`config.mk`:
```
export PLATFORM = sky130hd
export DESIGN_NAME = n64_read_response
export DESIGN_NICKNAME = d
export VERILOG_FILES = /design/src/rtl/n64_pkg.sv /design/src/rtl/n64_line_sync.sv /design/src/rtl/n64_read_response.sv
export SDC_FILE = /design/constraint.sdc
export NUM_CORES = 1
export LEC_CHECK = 0
export BUFFER_PORTS_ARGS = -buffer_cell sky130_fd_sc_hd__buf_2
export CAP_MARGIN = 10
export CORE_MARGIN = 2
export CORE_UTILIZATION = 35
export CTS_CLUSTER_DIAMETER = 120
export DETAILED_ROUTE_END_ITERATION = 8
export SYNTH_ARGS = -nofsm -noshare
export SYNTH_HDL_FRONTEND = slang
export SYNTH_SLANG_ARGS = --single-unit
```
`constraint.sdc`:
```
create_clock -name clk -period 5.8 [get_ports clk]
set_input_delay 0.58 -clock clk [delete_from_list [all_inputs] [get_ports clk]]
set_output_delay 0.58 -clock clk [all_outputs]
set_load 0.05 [all_outputs]
```
`src/rtl/n64_pkg.sv`:
```
`default_nettype none
// +-------------------------------------------------------------------------+
// | n64_pkg : shared N64 line timing and reader FSM state encoding           |
// | Rev 1.0 : initial release                                               |
// +-------------------------------------------------------------------------+
package n64_pkg;

  localparam int c_CLKS_PER_US  = 100;
  // Writer bit cell: START low, DATA phase, STOP high; the reader samples mid-DATA.
  localparam int c_WR_START_CNT = 1 * c_CLKS_PER_US;
  localparam int c_WR_DATA_CNT  = 2 * c_CLKS_PER_US;
  localparam int c_WR_STOP_CNT  = 1 * c_CLKS_PER_US;

  typedef enum logic [2:0] {
    IDLE        = 3'd0,
    WAIT_EDGE   = 3'd1,
    WAIT_SAMPLE = 3'd2,
    WAIT_STOP   = 3'd3,
    DONE        = 3'd4
  } state_t;

endpackage
`default_nettype wire

```
`src/rtl/n64_line_sync.sv`:
```
`default_nettype none
// +-------------------------------------------------------------------------+
// | n64_line_sync : 2-flop synchronizer with falling-edge detect            |
// | Rev 1.0 : initial release                                               |
// +-------------------------------------------------------------------------+
module n64_line_sync (
  input  logic clk,
  input  logic reset,
  input  logic data_in,
  output logic level,
  output logic fall
);

  logic r_meta;
  logic r_sync;
  logic r_prev;

  // Flops reset high to match the idle level of the open-drain line.
  always_ff @(posedge clk or posedge reset) begin
    if (reset) begin
      r_meta <= 1'b1;
      r_sync <= 1'b1;
      r_prev <= 1'b1;
    end else begin
      r_meta <= data_in;
      r_sync <= r_meta;
      r_prev <= r_sync;
    end
  end

  assign level = r_sync;
  assign fall  = r_prev & ~r_sync;

endmodule
`default_nettype wire

```
`src/rtl/n64_read_response.sv`:
```
`default_nettype none
// +-------------------------------------------------------------------------+
// | n64_read_response : captures the controller status reply by pulse timing|
// | Optional stop-bit check: define N64_RESP_STOP_CHECK_EN                   |
// | Rev 1.0 : initial release                                               |
// +-------------------------------------------------------------------------+
module n64_read_response
  import n64_pkg::*;
#(
  parameter int SAMPLE_PT     = c_WR_START_CNT + c_WR_DATA_CNT / 2,
  parameter int FIRST_TIMEOUT = 10 * c_CLKS_PER_US,
  parameter int BIT_TIMEOUT   = 3 * (c_WR_START_CNT + c_WR_DATA_CNT + c_WR_STOP_CNT) / 2,
  parameter int NUM_BITS      = 32
) (
  input  logic        clk,
  input  logic        reset,
  input  logic        data_in,
  input  logic        start,
  output logic [31:0] response,
  output logic        valid,
  output logic        busy,
  output logic        timeout_err
);

  logic        w_level;
  logic        w_fall;
  logic [9:0]  w_edge_limit;

  state_t      r_state;
  logic [9:0]  r_cnt;
  logic [5:0]  r_bit_idx;
  logic [31:0] r_shift;

  n64_line_sync u_line_sync (
    .clk     (clk),
    .reset   (reset),
    .data_in (data_in),
    .level   (w_level),
    .fall    (w_fall)
  );

  // The controller gets a longer window to begin answering than between bits.
  assign w_edge_limit = (r_bit_idx == 6'd0) ? 10'(FIRST_TIMEOUT - 1) : 10'(BIT_TIMEOUT - 1);

  always_ff @(posedge clk or posedge reset) begin
    if (reset) begin
      r_state     <= IDLE;
      r_cnt       <= 10'd0;
      r_bit_idx   <= 6'd0;
      r_shift     <= 32'd0;
      response    <= 32'd0;
      valid       <= 1'b0;
      busy        <= 1'b0;
      timeout_err <= 1'b0;
    end else begin
      valid       <= 1'b0;
      timeout_err <= 1'b0;
      r_cnt       <= r_cnt + 10'd1;
      case (r_state)
        IDLE: begin
          r_cnt <= 10'd0;
          if (start) begin
            r_bit_idx <= 6'd0;
            r_shift   <= 32'd0;
            busy      <= 1'b1;
            r_state   <= WAIT_EDGE;
          end
        end
        WAIT_EDGE, WAIT_STOP: begin
          if (w_fall) begin
            r_cnt   <= 10'd0;
            r_state <= (r_state == WAIT_STOP) ? DONE : WAIT_SAMPLE;
          end else if (r_cnt == w_edge_limit) begin
            timeout_err <= 1'b1;
            busy        <= 1'b0;
            r_state     <= IDLE;
          end
        end
        WAIT_SAMPLE: begin
          // Falls before the sample point are glitches and deliberately ignored.
          if (r_cnt == 10'(SAMPLE_PT - 1)) begin
            r_shift   <= {r_shift[30:0], w_level};
            r_bit_idx <= r_bit_idx + 6'd1;
            r_cnt     <= 10'd0;
            if (r_bit_idx == 6'(NUM_BITS - 1)) begin
`ifdef N64_RESP_STOP_CHECK_EN
              r_state <= WAIT_STOP;
`else
              r_state <= DONE;
`endif
            end else begin
              r_state <= WAIT_EDGE;
            end
          end
        end
        DONE: begin
          response <= r_shift;
          valid    <= 1'b1;
          busy     <= 1'b0;
          r_state  <= IDLE;
        end
        default: begin
          busy    <= 1'b0;
          r_state <= IDLE;
        end
      endcase
    end
  end

endmodule
`default_nettype wire

```
==> impl_metrics.env, run 1 <==
export IMPL_leakagePower_nw=1.97
export IMPL_synthesis_area_um2=3680
export IMPL_worstPathCellList="ha_1, nand4b_1, or4b_4, a311oi_2, nor2_1"
export IMPL_slew_limit_headroom_pct=25.4
export IMPL_netlist_cell_type_count=40
export IMPL_worstPathArrival_ps=2570
export IMPL_drt_drc_violations_left=0
export IMPL_vias_in_the_first_global_route=2436
export IMPL_number_of_enable_type_register_cells_in_the_synthesized_netlist=0
export IMPL_ctsHoldBuffers=0
export IMPL_post_drt_via_cell_ratio=4.82
export IMPL_power_switching_uw=766
export IMPL_worst_ep_required_time_ps=6020
export IMPL_drt_initial_drc_count=96
export IMPL_post_cts_repair_setup_buffers=0
export IMPL_final_hold_violation_count=0
export IMPL_fin_nets=378
export IMPL_synth_warning_count=0
export IMPL_gr_usage_all_layers_pct=12.9
export IMPL_gp_routability_congestion=0.722
export IMPL_number_of_nets_in_the_synthesized_netlist=339
export IMPL_die_area_um2=11400
export IMPL_worst_setup_path_start_kind="flop"
export IMPL_cts_inserted_buffers=9
export IMPL_post_route_period_util_pct=40.6
export IMPL_detailedRoute_firstPassIterationCount=5
export IMPL_synth_ff_type="dfrtp_1"
export IMPL_setup_worst_path_end_class="flop"
export IMPL_yosysMostFrequentCell="dfrtp_1"
export IMPL_seq_area_frac_synth_pct=60.6
export IMPL_antenna_violating_nets_post_route=0
export IMPL_grt_pass1_wl_um=11700
export IMPL_timing_max_transition_violations_final=0
export IMPL_diodes=0
export IMPL_num_fill_cells=1009
export IMPL_top_cell_type_by_total_area_after_synthesis="dfrtp_1"
export IMPL_cts_max_path_buffers=2
export IMPL_clk_pin_slew_worst_paths_ps=90
export IMPL_floorplan_core_area_um2=10300
export IMPL_grt_max_degree=90
export IMPL_drt_wirelength_per_cell_um=12.9
export IMPL_post_route_worst_setup_slack_ps=3440
export IMPL_p_int_mw=1.11
export IMPL_start_util_pct=35.8
export IMPL_worst_skew_pair_late_latency_ps=360
export IMPL_criticalPathCategory="flop to flop"
export IMPL_cts_root_buffer="clkbuf_8"
export IMPL_power_density_nw_per_um2=444
export IMPL_gr_usage_met3_pct=4.01
export IMPL_max_cap_violations=0
export IMPL_synthCells=332
export IMPL_critical_path_slowest_cell="a311oi_2"
export IMPL_final_min_clock_period_ps=2360
export IMPL_final_setup_tns_ps=0
export IMPL_wirelength_um=6620
export IMPL_total_congestion_overflow_after_global_routing=0
export IMPL_postSynthRegisterBits=89
export IMPL_dieHeight_um=107
export IMPL_timing_hold_worst_class="input pin to flop"
export IMPL_syn_area_per_cell_um2=11.1
export IMPL_grt_busiest_layer="met2"
export IMPL_die_width_um=107
export IMPL_maxClockFrequency_ghz=0.424
export IMPL_core_rowCount=37
export IMPL_multi_input_area_um2=1380
export IMPL_area_sequential_um2=2230
export IMPL_switching_share_pct=40.7
export IMPL_yosys_top_cells_count="dfrtp_1 (86), nand2_1 (75), o21ai_0 (34)"
export IMPL_cts_resized=0
export IMPL_clock_power_share_pct=23.1
export IMPL_ios=39
export IMPL_cts_htree_levels=3
export IMPL_clkSinkCount=89
export IMPL_antenna_found_initial=0
export IMPL_ys_top_cells_by_area="dfrtp_1 (58%), mux2_2 (9.8%), nand2_1 (7.6%)"
export IMPL_place_worst_setup_slack_ps=3420
export IMPL_run_status="completed"
export IMPL_cts_tree="yes"
export IMPL_pwr_share_comb_pct=34.3
export IMPL_post_route_cells_drive_above_1_share_pct=27.1
export IMPL_synthToLayoutAreaGrowth_pct=15.0
export IMPL_io_buffers=38
export IMPL_worst_ir_drop_vdd_mv=0.199
export IMPL_dp_hpwl_um=4150
export IMPL_finalSetupViolCount=0
export IMPL_tightestPinTransition_ps=1120
export IMPL_worstPathMaxFanout=10
export IMPL_globalRouteMet2Util_pct=19.5
export IMPL_routed_via_count=2467
export IMPL_clock_skew_ps=6.64
export IMPL_synth_async_sr_flop_share_pct=100
export IMPL_grt_util_met1_pct=17.4
export IMPL_post_synth_top_area_fraction_pct=58.4
export IMPL_critical_path_max_stage_delay_ps=660
export IMPL_rsz0062_at_grt="no"
export IMPL_seq_power_share_pct=42.6
[metrics by stage]
stage	utilization (%)	cells	total power [mW]	instance area (um^2)	hold slack, ps
finish	41.2	512	1.88	4240	317
global route	41.2	512	1.99	4240	290
CTS	41.2	512	1.91	4240	295
detailed placement	39.2	496	1.47	4030	348
global placement	39.2	496	1.46	4030	349
floorplan	-	332	1.31	3680	345
[worst paths after layout]
| path | endpoint | slack, ps | cells past startpoint | start |
|---|---|---|---|---|
| max reg2reg | r_cnt[8] | 3440 | 5 | r_cnt[0] |
| min | u_line_sync.r_meta | 320 | 1 | data_in |
| max in group asynchronous | r_shift[12] | 4520 | 3 | reset |
| min reg2reg | u_line_sync.level | 360 | 0 | u_line_sync.r_meta |
| max | r_cnt[8] | 3440 | 5 | r_cnt[0] |
| min in group asynchronous | response[18] | 560 | 3 | reset |
[layout by cell type, fill, tap and decap left out, drive strengths merged, types with 2 or more instances in the layout]
| cell | synthesis | routed |
|---|---|---|
| dfrtp | 86 | 86 |
| nand2 | 75 | 75 |
| buf | 0 | 42 |
| o21ai | 34 | 34 |
| mux2 | 32 | 32 |
| nor2 | 15 | 15 |
| clkbuf | 14 | 10 |
| nand3 | 7 | 7 |
| a21oi | 7 | 7 |
| inv | 7 | 7 |
| xnor2 | 6 | 6 |
| clkinv | 0 | 5 |
| o31ai | 4 | 4 |
| or4 | 4 | 4 |
| nor2b | 3 | 3 |
| ha | 3 | 3 |
| dfstp | 3 | 3 |
| nor4 | 3 | 3 |
| and3 | 2 | 2 |
| or3 | 2 | 2 |
| nor3 | 2 | 2 |
| xor2 | 2 | 2 |
| and4b | 2 | 2 |
| a21o | 2 | 2 |
| o211ai | 2 | 2 |
| or4b | 2 | 2 |
[critical path, delay by kind of cell, from the launching register on]
family                     cells  cell delay [ps]
and+or+nand+nor                3              920
AOI/OAI and AO/OA              1              660
DFF                            1              400
adders and majority gates      1              230
[power groups by stage]
stage	logic, mW	registers [mW]	clock network [mW]
3_3_place_gp	0.646	0.810	0
3_5_place_dp	0.651	0.816	0
6_report	0.645	0.801	0.434
4_1_cts	0.652	0.803	0.452
5_1_grt	0.686	0.818	0.483
2_1_floorplan	0.188	1.13	0
[per-layer routing]
layer	share of wire [%]	vias up
met5	0	-
met4	1.3	0
met3	3.6	8
met2	46	40
met1	49	1208
li1	-	1211
[kinds of logic after synthesis]
family / count (synthesis) / share of synthesized area [%]
buf+inv: 21 / 2.14
simple gates: 124 / 15.8
fa+ha+maj: 3 / 1.02
mux: 32 / 9.78
flops: 89 / 60.6
xor+xnor: 8 / 1.90
compound gates: 55 / 8.80
[sequential cells by signal, indices dropped and copies added, names as in the netlist, 3 cells and up]
name / cells
r_state: 3
response: 32
r_bit_idx: 6
r_shift: 32
r_cnt: 10
[cell type report]
cell class              count  area share [%]
clock buffers              10            3.25
clock inverters             6            1.57
inverters                   7           0.650
multi-input cells         222            32.6
flip-flops and latches     89            52.7
well taps                 136            4.02
repair buffers             42            5.20
Power figures use the tool's default switching activity.
==> run 2, diff against run 1 <==
- clock period: 5.8 -> 2.18 ns (I/O delays scaled with it)
==> run 2 against run 1 <==
  * Maximum frequency up 11%
  * Combinational power rose to 2.9 times the previous value
  * First-iteration DRC count up 2.1%
  * Clock skew up 8.5 ps
  * Global-route usage up 0.15 points
  * Register-to-register slack worse by 3400 ps
  * Clock power rose to 2.6 times the previous value
  * Sequential cell count unchanged
  * Count of clock-buffer cells in the layout unchanged
  * Non-clock buffer count up 21
  * Cell count up 4.1%
  * Largest cell class unchanged
  * Largest power group unchanged
==> impl_metrics.env, run 2 (synthesized netlist as in run 1, its figures left out) <==
export IMPL_run_status="completed"
export IMPL_core_rowCount=37
export IMPL_grt_max_degree=72
export IMPL_cts_tree="yes"
export IMPL_worstPathBufferInverterCount=1
export IMPL_dp_hpwl_um=4700
export IMPL_power_density_nw_per_um2=1150
export IMPL_post_route_worst_setup_slack_ps=49.0
export IMPL_grt_util_met1_pct=17.5
export IMPL_max_cap_violations=0
export IMPL_gr_usage_all_layers_pct=13.1
export IMPL_post_place_cells=512
export IMPL_holdPathEnd="busy"
export IMPL_post_route_cells_drive_above_1_share_pct=31.5
export IMPL_dieHeight_um=107
export IMPL_floorplan_core_area_um2=10300
export IMPL_drt_wirelength_per_cell_um=13.2
export IMPL_cts_max_path_buffers=2
export IMPL_biggestRegsByFlops="r_shift: 32 flops, response: 32 flops, r_cnt: 10 flops"
export IMPL_drt_initial_drc_count=98
export IMPL_total_congestion_overflow_after_global_routing=0
export IMPL_critical_path_top_delay_family="simple AND/OR/NAND/NOR gates"
export IMPL_drt_drc_violations_left=0
export IMPL_die_width_um=107
export IMPL_critical_path_max_stage_delay_ps=530
export IMPL_clock_skew_ps=15.2
export IMPL_area_after_detailed_placement_um2=4200
export IMPL_finalSetupViolCount=0
export IMPL_design_area_um2=4470
export IMPL_grt_pass1_wl_um=11800
export IMPL_fin_nets=399
export IMPL_r2r_start="r_cnt[1]"
export IMPL_antenna_violating_nets_post_route=0
export IMPL_slew_limit_headroom_pct=66.0
export IMPL_hp_start="start"
export IMPL_critical_path_slowest_cell="or4_4"
export IMPL_synthToLayoutAreaGrowth_pct=21.3
export IMPL_antenna_found_initial=0
export IMPL_detailedRoute_firstPassIterationCount=4
export IMPL_cpMostUsedCell="or4_4"
export IMPL_depth_of_the_most_critical_reg_to_reg_path=6
export IMPL_worstPathCellList="ha_2, nand4b_1, buf_4, or4_4, or4_4, a21oi_2"
export IMPL_worst_hold_slack_ps=213
export IMPL_cts_htree_levels=3
export IMPL_number_of_non_filler_instances_in_the_completed_layout=533
export IMPL_layout_cells_most_common_list="dfrtp_1 (86), nand2_1 (75), buf_2 (38)"
export IMPL_worstPathMaxFanout=3
export IMPL_timing_reg2reg_setup_slack_ps=50
export IMPL_cts_root_buffer="clkbuf_8"
export IMPL_place_worst_setup_slack_ps=-85.3
export IMPL_final_setup_tns_ps=0
export IMPL_clk_pin_slew_worst_paths_ps=90
export IMPL_grt_busiest_layer="met2"
export IMPL_worst_setup_path_start_kind="flop"
export IMPL_wirelength_um=7010
export IMPL_routed_via_count=2558
export IMPL_post_route_period_util_pct=97.8
export IMPL_tightestPinTransition_ps=509
export IMPL_setup_worst_path_end_class="flop"
export IMPL_leakagePower_nw=2.08
export IMPL_post_drt_via_cell_ratio=4.80
export IMPL_maxClockFrequency_ghz=0.469
export IMPL_timing_max_transition_violations_final=0
export IMPL_globalRouteMet2Util_pct=21.1
export IMPL_gp_routability_congestion=0.830
export IMPL_timing_hold_worst_class="input pin to flop"
export IMPL_diodes=0
export IMPL_ios=39
export IMPL_worst_skew_pair_late_latency_ps=350
export IMPL_worst_ep_required_time_ps=2460
export IMPL_power_total_mw=5.15
export IMPL_criticalPathCategory="flop to flop"
export IMPL_vias_in_the_first_global_route=2454
export IMPL_whs_path_depth=3
export IMPL_io_buffers=38
export IMPL_worstPathArrival_ps=2410
export IMPL_finish_utilization_pct=43.5
export IMPL_gr_usage_met3_pct=3.71
export IMPL_final_hold_violation_count=0
export IMPL_r2r_end="r_bit_idx[5]"
export IMPL_start_util_pct=35.8
export IMPL_leading_cell_type_in_the_layout_fill_and_taps_excluded="dfrtp_1"
export IMPL_clkSinkCount=89
export IMPL_die_area_um2=11400
export IMPL_final_min_clock_period_ps=2130
export IMPL_worst_ir_drop_vdd_mv=0.520
export IMPL_cts_inserted_buffers=9
==> run 2: cell count changes in the layout (fill, tap and decap cells not counted), sizes merged <==
cell         delta
clkinv          -3
dlygate4sd3     +2
inv             +2
buf            +19
clkinvlp        +1
==> run 2: tightest hold or removal path: stages <==
cell and delay, ps:
buf_2 110, a21oi_1 130, a2111oi_0 70
==> run 2: worst max path at each step <==
stage,start,to,slack (ps),cells after the start
final,r_cnt[1],r_bit_idx[5],50,6
after global routing,r_cnt[1],r_state[2],-20,5
after CTS,r_cnt[1],r_state[2],20,5
after detailed placement,r_cnt[1],r_state[2],-90,5
after global placement,r_cnt[1],r_state[2],50,5
after floorplan,r_state[2],r_bit_idx[5],90,4
==> run 2: layout make-up <==
type	instances	area, um^2
Fill cell	997	5810
Sequential cell	89	2230
Multi-Input combinational cell	222	1400
Timing Repair Buffer	63	433
Tap cell	136	170
Clock buffer	10	128
Clock inverter	6	73.8
Inverter	7	30.0
==> run 2: power breakdown <==
| group | total (mW) | internal (mW) | switching, mW |
|---|---|---|---|
| sequential | 2.10 | 1.95 | 0.153 |
| combinational | 1.89 | 0.555 | 1.34 |
| clock | 1.15 | 0.547 | 0.604 |
| total | 5.15 | 3.05 | 2.09 |
==> run 2: metal layers <==
| metal | vias to the layer above | share of wire (%) | wire length (um) |
|---|---|---|---|
| li1 | 1254 | - | - |
| met1 | 1258 | 49 | 3420 |
| met2 | 40 | 48 | 3340 |
| met3 | 6 | 2.9 | 205 |
| met4 | 0 | 0.81 | 57 |
| met5 | - | 0 | 0 |
==> run 2: timing repair <==
| action | in CTS | in global routing |
|---|---|---|
| resized for setup | 0 | 5 |
| endpoints found under the hold margin | 20 | 0 |
| endpoints found under the setup margin | 1 | 2 |
| buffers inserted | 1 | 2 |
| hold buffers | 2 | 0 |
| pin swaps | 0 | 1 |
| cloned | 0 | 0 |
